[config.mk]
export PLATFORM = sky130hd
export DESIGN_NAME = sdram_cmd_arbiter
export DESIGN_NICKNAME = d
export VERILOG_FILES = /design/src/rtl/sdram_cmd_arbiter.sv
export SDC_FILE = /design/constraint.sdc
export NUM_CORES = 1
export LEC_CHECK = 0
export CELL_PAD_IN_SITES_DETAIL_PLACEMENT = 1
export CELL_PAD_IN_SITES_GLOBAL_PLACEMENT = 1
export CORE_AREA = 3 3 106 108
export CTS_CLUSTER_SIZE = 30
export DETAILED_ROUTE_END_ITERATION = 8
export DIE_AREA = 0 0 109 111
export PLACE_DENSITY = 0.85
export SLEW_MARGIN = 30
export SYNTH_ARGS = -nofsm -noshare
export SYNTH_HDL_FRONTEND = slang
export SYNTH_SLANG_ARGS = --single-unit
[constraint.sdc]
create_clock -name i_clk -period 2.96 [get_ports i_clk]
set_input_delay 0.296 -clock i_clk [delete_from_list [all_inputs] [get_ports i_clk]]
set_output_delay 0.296 -clock i_clk [all_outputs]
set_load 0.1 [all_outputs]
[src/rtl/sdram_cmd_arbiter.sv]
// Two-port command arbiter in front of SDRAMController: round-robin with bounded burst hold,
// plus a tag FIFO that steers each returning read word back to the port that issued it.
module sdram_cmd_arbiter #(
    parameter int unsigned AddrWidth = 23,
    parameter int unsigned DataWidth = 16,
    parameter int unsigned MaxBurst  = 8,
    parameter int unsigned ReadDepth = 8
) (
    input  logic                 i_clk,
    input  logic                 i_rst_n,
    input  logic                 i_a_trigger,
    output logic                 o_a_ready,
    input  logic                 i_a_write,
    input  logic [AddrWidth-1:0] i_a_addr,
    input  logic [DataWidth-1:0] i_a_write_data,
    output logic [DataWidth-1:0] o_a_read_data,
    output logic                 o_a_read_data_valid,
    input  logic                 i_b_trigger,
    output logic                 o_b_ready,
    input  logic                 i_b_write,
    input  logic [AddrWidth-1:0] i_b_addr,
    input  logic [DataWidth-1:0] i_b_write_data,
    output logic [DataWidth-1:0] o_b_read_data,
    output logic                 o_b_read_data_valid,
    input  logic                 i_cmd_ready,
    output logic                 o_cmd_trigger,
    output logic                 o_cmd_write,
    output logic [AddrWidth-1:0] o_cmd_addr,
    output logic [DataWidth-1:0] o_cmd_write_data,
    input  logic [DataWidth-1:0] i_cmd_read_data,
    input  logic                 i_cmd_read_data_valid,
    output logic                 o_orphan_err
);

    localparam int unsigned PtrW   = $clog2(ReadDepth);
    localparam int unsigned CntW   = PtrW + 1;
    localparam int unsigned BurstW = $clog2(MaxBurst + 1);
    localparam logic [CntW-1:0]   DepthC    = CntW'(ReadDepth);
    localparam logic [BurstW-1:0] MaxBurstC = BurstW'(MaxBurst);

    typedef enum logic {PortA = 1'b0, PortB = 1'b1} port_e;

    port_e             r_last;
    logic [BurstW-1:0] r_burst_cnt;
    logic [CntW-1:0]   r_count;
    logic [PtrW-1:0]   r_wr_ptr;
    logic [PtrW-1:0]   r_rd_ptr;
    port_e             r_tags [ReadDepth];
    logic              r_orphan_err;

    port_e w_sel;
    port_e w_head;
    logic  w_sel_trigger;
    logic  w_sel_write;
    logic  w_full;
    logic  w_empty;
    logic  w_blk;
    logic  w_sel_ready;
    logic  w_accept;
    logic  w_push;
    logic  w_pop;

    always_comb begin
        w_sel = PortA;
        case ({i_a_trigger, i_b_trigger})
            2'b10:   w_sel = PortA;
            2'b01:   w_sel = PortB;
            2'b11: begin
                // A zero count means nobody holds the grant yet (post-reset), so the port
                // that did not go last wins; otherwise hold until the burst cap is reached.
                if (r_burst_cnt == '0 || r_burst_cnt >= MaxBurstC) begin
                    w_sel = (r_last == PortA) ? PortB : PortA;
                end else begin
                    w_sel = r_last;
                end
            end
            default: w_sel = PortA;
        endcase
    end

    always_comb begin
        w_sel_trigger    = i_a_trigger;
        w_sel_write      = i_a_write;
        o_cmd_addr       = i_a_addr;
        o_cmd_write_data = i_a_write_data;
        if (w_sel == PortB) begin
            w_sel_trigger    = i_b_trigger;
            w_sel_write      = i_b_write;
            o_cmd_addr       = i_b_addr;
            o_cmd_write_data = i_b_write_data;
        end
    end

    assign o_cmd_write = w_sel_write;
    assign w_full      = (r_count == DepthC);
    assign w_empty     = (r_count == '0);
    // A blocked read keeps the grant; the other port waits until a tag frees.
    assign w_blk       = !w_sel_write && w_full;

    assign o_cmd_trigger = i_rst_n && w_sel_trigger && !w_blk;
    assign w_sel_ready   = i_rst_n && i_cmd_ready && !w_blk;
    assign o_a_ready     = w_sel_ready && (w_sel == PortA);
    assign o_b_ready     = w_sel_ready && (w_sel == PortB);

    assign w_accept = o_cmd_trigger && i_cmd_ready;
    assign w_push   = w_accept && !w_sel_write;
    assign w_pop    = i_cmd_read_data_valid && !w_empty;
    assign w_head   = r_tags[r_rd_ptr];

    assign o_a_read_data       = i_cmd_read_data;
    assign o_b_read_data       = i_cmd_read_data;
    assign o_a_read_data_valid = w_pop && (w_head == PortA);
    assign o_b_read_data_valid = w_pop && (w_head == PortB);
    assign o_orphan_err        = r_orphan_err;

    always_ff @(posedge i_clk or negedge i_rst_n) begin
        if (!i_rst_n) begin
            r_last       <= PortB;
            r_burst_cnt  <= '0;
            r_count      <= '0;
            r_wr_ptr     <= '0;
            r_rd_ptr     <= '0;
            r_orphan_err <= 1'b0;
        end else begin
            if (w_accept) begin
                if (w_sel == r_last) begin
                    r_burst_cnt <= (r_burst_cnt >= MaxBurstC) ? MaxBurstC
                                                              : r_burst_cnt + BurstW'(1);
                end else begin
                    r_burst_cnt <= BurstW'(1);
                end
                r_last <= w_sel;
            end
            if (w_push) begin
                r_wr_ptr <= r_wr_ptr + PtrW'(1);
            end
            if (w_pop) begin
                r_rd_ptr <= r_rd_ptr + PtrW'(1);
            end
            r_count <= r_count + {{PtrW{1'b0}}, w_push} - {{PtrW{1'b0}}, w_pop};
            if (i_cmd_read_data_valid && w_empty) begin
                r_orphan_err <= 1'b1;
            end
        end
    end

    always_ff @(posedge i_clk) begin
        if (w_push) begin
            r_tags[r_wr_ptr] <= w_sel;
        end
    end

endmodule
==> results.md <==
- HP Start: o_orphan_err$_DFFE_PN0P_
- Crit Reg-Reg Startpoint: r_burst_cnt[0]$_DFFE_PN0N_
- Synth warnings: 0
- Die X-Extent: between 100 and 150 um
- Worst hold path type: reg -> reg
- Worst rel slew slack: 0.6612
- Critical Path RT: roughly 2.7 ns
- CTS resizes: 0
- Avg Cell Area, Syn: 7.559 um2
- Most frequent cells in the layout: 130 x nand2_1, 85 x clkdlybuf4s50_1, 44 x buf_12
- Worst vdd ir: 0.5479 mV
- H-Tree Depth: 1
- Leakage: between 1.5 and 2 nW
- Setup Fix Bufs, Post-CTS: 0
- Reg2reg setup slack: 0.29 ns
- FP Rows: 37
- Residual DRC: 0
- Mux contribution to synthesized area: 0.04181
- Synthesized instance count: about 290
- Pins Over Slew Limit: 0
- Layout area overhead: 77.66%
- Worst EP arrival: about 2.4 ns
- Max frequency: between 0.3 and 0.4 GHz
- Mapped Area: approximately 2200 um2
- Post-Synth XOR/XNOR Area: 0.02405
- First-pass GRT wire length: between 10,000 and 15,000 um
- Met1 WL: between 2000 and 2500 um
- Worst slew pin tran: a little over 0.5 ns
- Top routing layer in use: met4
- Compound-gate portion of the synthesized area: 0.07216
- Final Setup Violations: 0
- Max cap viols: 0
- Area taken by multi-input logic gates: ~1200 um2
- Fin crit share: 0.9185
- Filler Cell Count: approximately 1,200
- Reg2reg end: r_count[2]$_DFF_PN0_
- Starting DRT DRC Count: 46
- First-pass iteration count of the detailed router: 4
- GRT Total Usage: 0.1252
- Reg area: about 640 um2
- Synth Area in Simple Gates: 0.3310
- TritonCTS Buffers: 3
- Final ANT Viol Nets: 0
- Cell variety after synth: 50
- Hold EP: o_orphan_err$_DFFE_PN0P_
- Initial antenna violation count: 0
- Initial Util: 0.2116
- Setup TNS: 0 ns
- Seq/Total Area, Yosys: 0.2938
- Die area: 12,100 um2
- RSZ-0062 raised after global routing: no
- Critical setup path kind: reg -> out
- Crit Path Max Fanout: 40
- Yosys reg bits: 24
- Ratio of cells with drive above 1 in the final layout: 0.1964
- WHS Path Cells: 1
- WL final: 7648 um
- Minimum clock period: ~2.7 ns
- GR Overflow Total: 0
- Vias in the first global route: around 2,400
- Clock skew: just under 0.007 ns
- Clk_lat worst skew: 0.27 ns
- Hpwl dp: 6494 um
- Worst setup SP type: flip-flop
- Antenna diodes: 0
- Commonest non-fill, non-tap cell in the layout: nand2_1
- Crit end category: output port
- CTS Buffer Depth: 2
- Clock transition at path regs: roughly 0.09 ns
- Pwr dens: between 900 and 1000 nW/um2
- Hold Buf Count CTS: 0
- Hold Vio Cnt, Final: 0
- Die height: around 110 um
- Net Count, Synth: about 400
- Top post-synthesis cells by area: nand2_1 22%, dfrtp_1 17%, buf_4 13%
- Root Buffer: clkbuf_8
- Synth Area in Adders: 0.06644
- Vias: between 2,000 and 2,500
- Total core area: between 10,000 and 15,000 um2
- Routed wl met2: 4477 um
- Top-level port count: 180
- Met3 WL: about 630 um
- Largest area contributor in the netlist: nand2_1
- Largest family of logic cells by synthesized area: simple AND/OR/NAND/NOR gates
- Drt wl/cell: between 10 and 15 um
- Status: finished clean
- CTS tree: yes
- Net count, final: about 500
- Vias per cell: 4.281
- Sink Count: 24
- Final hold slack: ~0.48 ns
- Largest net degree at the start of global routing: between 40 and 50
- Number of port buffers: between 100 and 150
- Synth top area share: 0.2234
- Reg2Reg Depth: 13
- Routability-driven placement congestion ratio: approximately 0.84
layer usage:
metal	GRT usage	vias up
li1	-	1096
met1	0.1150	1037
met3	0.03786	11
met5	0	-
met4	0.02862	0
met2	0.2568	95
kinds of logic after synthesis:
logic type,after synthesis
AOI/OAI and AO/OA,22
xor gates and xnor gates,6
adders and majority gates,11
buffers and inverters,59
DFF,24
muxes,6
and+or+nand+nor,161
state kept, by name, summed over array words and instances (netlist names):
| signal | flops |
|---|---|
| r_burst_cnt | 4 |
| r_last | 1 |
| r_tags | 8 |
| r_wr_ptr | 3 |
| r_count | 4 |
| r_rd_ptr | 3 |
| o_orphan_err | 1 |
per-stage QoR:
step                        util  total power, W  cell area, um2  worst slack, ns  cells
final                     0.3760        0.003853            3881           0.2413    523
after global routing      0.3760        0.004053            3881          0.04271    523
after CTS                 0.3760        0.003901            3881           0.1776    523
after detailed placement  0.3716        0.003703            3836          0.02655    519
after global placement    0.3716        0.003610            3836           0.2306    519
after floorplan                -        0.002778            2191           0.3644    289
how the worst max path moves through the flow:
| stage | start | slack (ns) | endpoint |
|---|---|---|---|
| 2_1_floorplan | r_burst_cnt[0]$_DFFE_PN0N_ | 0.36 | r_count[2]$_DFF_PN0_ |
| 3_3_place_gp | i_a_trigger | 0.23 | r_count[1]$_DFF_PN0_ |
| 3_5_place_dp | i_b_trigger | 0.03 | r_count[2]$_DFF_PN0_ |
| 4_1_cts | r_burst_cnt[0]$_DFFE_PN0N_ | 0.18 | o_cmd_write_data[8] |
| 5_1_grt | r_burst_cnt[0]$_DFFE_PN0N_ | 0.04 | o_cmd_write_data[5] |
| 6_report | r_burst_cnt[0]$_DFFE_PN0N_ | 0.24 | o_cmd_addr[0] |
synthesized netlist by cell type, drive strengths merged:
cell type    n
nor4         1
and4bb       2
nand3        2
o21ba        1
a21o         2
and2         1
o22ai        1
a31o         1
or3          1
nand2      130
fa           1
nor3         5
and3b        1
a211oi       1
a31oi        1
mux2         2
o41ai        1
ha          10
and3         2
and4b        3
o31ai        1
mux4         2
dfrtp       15
o211a        1
edfxtp       8
o211ai       2
xor2         3
and4         2
nor2         6
inv         17
xnor2        3
buf         42
mux2i        2
dfstp        1
o21ai        5
a21oi        4
a2bb2oi      1
nand2b       2
nor4b        1
and2b        2
area by class of cell:
cell class                      instances  share of cell area
Clock inverter                          1           0.0009671
Multi-Input combinational cell        206              0.3030
Clock buffer                            3             0.01064
Sequential cell                        24              0.1654
Tap cell                              136             0.04384
Inverter                               17             0.01644
Timing Repair Buffer                  136              0.4597
critical path, cell delays in order, from the launching register on:
cell,delay [ns]
dfrtp_1,0.40
inv_1,0.07
ha_1,0.21
and2b_4,0.18
nor4_2,0.22
or3_1,0.21
buf_4,0.40
nand2_1,0.12
nand2_1,0.14
buf_12,0.19
power by group:
group          leakage (nW)  internal, W  switching, W
clock network        0.0231    0.0000929      0.000103
logic                  1.53      0.00107       0.00197
registers             0.262     0.000470      0.000141
total                  1.81      0.00164       0.00222
(Power assumes the default switching activity.)
==> edit 1 (same flow settings) <==
`MaxBurst`: 8 -> 4.
--- a/src/rtl/sdram_cmd_arbiter.sv
+++ b/src/rtl/sdram_cmd_arbiter.sv
@@ -4,5 +4,5 @@
     parameter int unsigned AddrWidth = 23,
     parameter int unsigned DataWidth = 16,
-    parameter int unsigned MaxBurst  = 8,
+    parameter int unsigned MaxBurst  = 4,
     parameter int unsigned ReadDepth = 8
 ) (
Behaviour: not the same (Yosys sat finds a counterexample within 10 cycles, from zero or initial values and one cycle with i_rst_n low).
==> edit 1 against the unedited design <==
- critical path depth grew 2
- area after synthesis fell by 6.7%
- cell area decreased by 0.77%
- die area stayed put
- via count down 2.6%
- final cell count fell by 2.1%
- register-to-register slack lost 140 ps
- power down 1.8%
- routed wire length down 1.6%
- highest routed layer unchanged
- critical path type is now reg2reg
- core utilization shrank 0.29 points
- sequential cell count shrank 1
- setup slack got worse by 88 ps
==> edit 1: results (changes against the unedited design) <==
- The routing usage on met1 is 0.122 (+0.00736).
- The portion of total power attributed to combinational logic came to 0.798 (+0.007).
- The capture point of the critical path is r_count[1].
- Among all stages on the critical path, the largest delay is contributed by sky130_fd_sc_hd__or4b_4.
- The number of cells produced by synthesis is 269 (-6.9%).
- The worst hold margin is 430 ps (-50.0 ps).
- The count of fill cells added during filler insertion is 1166 (-3.0%).
- The largest net degree at the start of global routing came to 41 (-15%).
- The detail-routed net length per standard cell is 14.7 microns (+0.51%).
- The critical path required time came to 3120 ps (+460 ps).
- The total area of multi-input combinational cells is 0.00112 sq mm (-4.4%).
- The initial DRC count is 74 (+61%).
- The global placement routability congestion came to 0.778 (-6.9%).
- In the synthesized netlist, the cells that appear most often are sky130_fd_sc_hd__nand2_1 (121), sky130_fd_sc_hd__buf_4 (32), sky130_fd_sc_hd__dfrtp_1 (14), sky130_fd_sc_hd__inv_1 (11), sky130_fd_sc_hd__ha_1 (10).
- The path type of the worst min-delay path is in2async.
- The leakage power of the design is 1.75 nW (-3.2%).
- The proportion of register bits with asynchronous set or reset after synthesis is 0.652 (-0.0145).
- The number of placed cells counting well taps was 507 (-2.3%).
- The largest registers in the layout are r_tags: 8 flops, r_count: 4 flops.
- The global routing usage summed across all routing layers is 0.124 (-0.000882).
- In the post-synthesis netlist, the biggest area contributors are sky130_fd_sc_hd__nand2_1 (22%), sky130_fd_sc_hd__dfrtp_1 (17%), sky130_fd_sc_hd__buf_4 (12%).
- The worst slack at placement was -79.1 ps (-106 ps).
- The maximum fanout along the worst path came to 3 (-93%).
- The worst voltage drop across the vdd grid was 0.000503 V (-8.2%).
- The run finished with clean final reports.
- The post-synthesis cell type count is 43 (-14%).
- The portion of the layout cell area used by non-clock buffers is 0.481 (+0.0211).
- The launch point of the worst path is r_burst_cnt[1].
-- edit 1: changes by cell type in the layout (fill, tap and decap cells not counted), sizes merged, moves of 3 or more --
cell,change
a21oi,-3
nor4,+7
nor3,-4
and4b,-3
buf,+9
o21ai,-4
nand2,-9
inv,-6
nor2,-3
-- edit 1: routing by layer --
metal,share of wire,up-vias
met1,0.32,998
met3,0.12,13
met5,0,-
li1,-,1064
met4,0.019,0
met2,0.54,105
-- edit 1: cell families after synthesis --
group / Yosys count / share of synthesized area
buffers and inverters: 53 / 0.160
AOI/OAI and AO/OA: 18 / 0.0681
and+or+nand+nor: 151 / 0.322
adders and majority gates: 11 / 0.0712
xor gates and xnor gates: 6 / 0.0258
DFF: 23 / 0.303
muxes: 7 / 0.0503
-- edit 1: what timing repair did --
action | CTS | global route
resized for setup | 0 | 6
setup endpoints to repair | 1 | 3
buffers inserted | 1 | 0
==> edit 2 (same settings) <==
Without the edit above. Register the output `o_orphan_err` once more, without a reset; this adds one clock of latency there. The other outputs are not delayed to match.
--- a/src/rtl/sdram_cmd_arbiter.sv
+++ b/src/rtl/sdram_cmd_arbiter.sv
@@ -112,5 +112,7 @@
     assign o_a_read_data_valid = w_pop && (w_head == PortA);
     assign o_b_read_data_valid = w_pop && (w_head == PortB);
-    assign o_orphan_err        = r_orphan_err;
+    always_ff @(posedge i_clk) begin
+        o_orphan_err <= r_orphan_err;
+    end
 
     always_ff @(posedge i_clk or negedge i_rst_n) begin
Formal check against the unedited RTL: not equivalent (a bounded check fails within 4 cycles, from zero or initial values and one cycle with i_rst_n low).
==> edit 2 against the unedited design <==
- count of clock-buffer cells in the layout stayed put
- register-to-register slack worse by 50 ps
- non-clock buffer count is 3 higher
- clock skew grew 0.83 ps
- cell area is 1.1% higher
- worst hold slack got worse by 80 ps
- highest routed layer unchanged
- critical path depth is 4 higher
- die area is the same
- sequential share of layout area rose by 0.34 points
- sequential cell count up 1
- area after synthesis grew 0.92%
- routed wire length grew 0.82%
- setup slack better by 2.6 ps
- power is 1.5% higher
==> edit 2: results (changes against the unedited design) <==
- The placed standard-cell area is 0.00387 sq mm (+0.85%).
- By area the synthesized netlist is led by sky130_fd_sc_hd__nand2_1 (22%), sky130_fd_sc_hd__dfrtp_1 (17%), sky130_fd_sc_hd__buf_4 (13%).
- The placed wire-length estimate came to 6.58 mm (+1.3%).
- The total wire length is 7.71 mm (+0.82%).
- The first-pass GRT wire length is 12.2 mm (+0.86%).
- The run finished with clean final reports.
- The proportion of synthesized area in mux cells is 0.0414 (-0.000380).
- The initial DRC count is 29 (-37%).
- The proportion of layout cells with a drive suffix above 1 is 0.202 (+0.00566).
- The post-synthesis sequential area ratio is 0.300 (+0.00641).
- The number of nets produced by synthesis was 403 (+0.25%).
- The number of placed cells counting well taps is 523 (+0.77%).
- The internal portion of total power is 1.67 mW (+2.2%).
- The maximum fanout along the worst path is 6 (-85%).
- The proportion of register bits with asynchronous set or reset after synthesis is 0.640 (-0.0267).
- The worst slack at placement was 70.5 ps (+44.0 ps).
- The worst hold margin is 400 ps (-80.0 ps).
- The synthesized-area fraction occupied by ao, oa, aoi and oai cells was 0.0715 (-0.000655).
- The number of global-route vias before repair is 2608 (+7.4%).
- The leakage power of the design is 1.83 nW (+1.3%).
- The final critical delay including setup and external delays is 2720 ps (-2.60 ps).
- The post-synthesis cell type count is 51 (+2.0%).
- The total via count after detailed routing is 2285 (+2.1%).
- The xor and xnor area share after synthesis is 0.0238 (-0.000218).
- The worst voltage drop across the vdd grid is 0.000518 V (-5.5%).
- The internal reg-to-reg setup slack is 240 ps (-50 ps).
- The global placement routability congestion came to 0.867 (+3.8%).
- The worst slew margin relative to its limit came to 0.357 (-0.304).
- The net count of the finished layout is 505 (+0.80%).
- The number of cells produced by synthesis is 290 (+0.35%).
## edit 2: power groups by stage
stage	clock [mW]	sequential, mW	combinational, mW
4_1_cts	0.225	0.636	3.09
3_5_place_dp	0	0.641	3.08
6_report	0.216	0.634	3.06
3_3_place_gp	0	0.625	3.00
2_1_floorplan	0	0.639	2.16
5_1_grt	0.238	0.659	3.22
## edit 2: worst max-delay path, delay by kind of cell (launching register included)
kind	cells	cell delay [ps]
xor+xnor	1	190
fa+ha+maj	4	1050
buf+inv	4	250
flops	1	400
simple gates	4	750
## edit 2: area by class of cell
| cell class | count | area, sq um |
|---|---|---|
| Multi-Input combinational cell | 206 | 1180 |
| Clock buffer | 3 | 41.3 |
| Clock inverter | 1 | 8.76 |
| Fill cell | 1196 | 6400 |
| Inverter | 17 | 63.8 |
| Timing Repair Buffer | 139 | 1800 |
| Tap cell | 136 | 170 |
| Sequential cell | 25 | 662 |
## edit 2: layer usage
metal  share of wire  up-vias  global-route usage
met3           0.079       20              0.0349
met2            0.55       81               0.249
li1                -     1106                   -
met4           0.021        0              0.0421
met1            0.35     1078               0.119
met5               0        -                   0
## edit 2: path summary, 6_finish.rpt
| path | endpoint | cells past startpoint |
|---|---|---|
| min in group asynchronous | r_count[1] | 2 |
| hold reg to reg | o_orphan_err | 0 |
| hold / removal | o_orphan_err | 0 |
| max in group asynchronous | r_last | 2 |
| setup reg to reg | r_count[2] | 13 |
| setup / recovery | r_count[2] | 13 |
## edit 2: logic make-up after synthesis
kind of cell	after synthesis
buffers and inverters	59
XOR/XNOR	6
flip-flops	25
multiplexers	6
adder cells (fa/ha/maj)	11
AO/OA/AOI/OAI	22
AND/OR/NAND/NOR	161
## edit 2: what timing repair did
action | in CTS | in global routing
setup endpoints to repair | 0 | 25
hold endpoints to repair | 0 | 0
resized for setup | 0 | 1
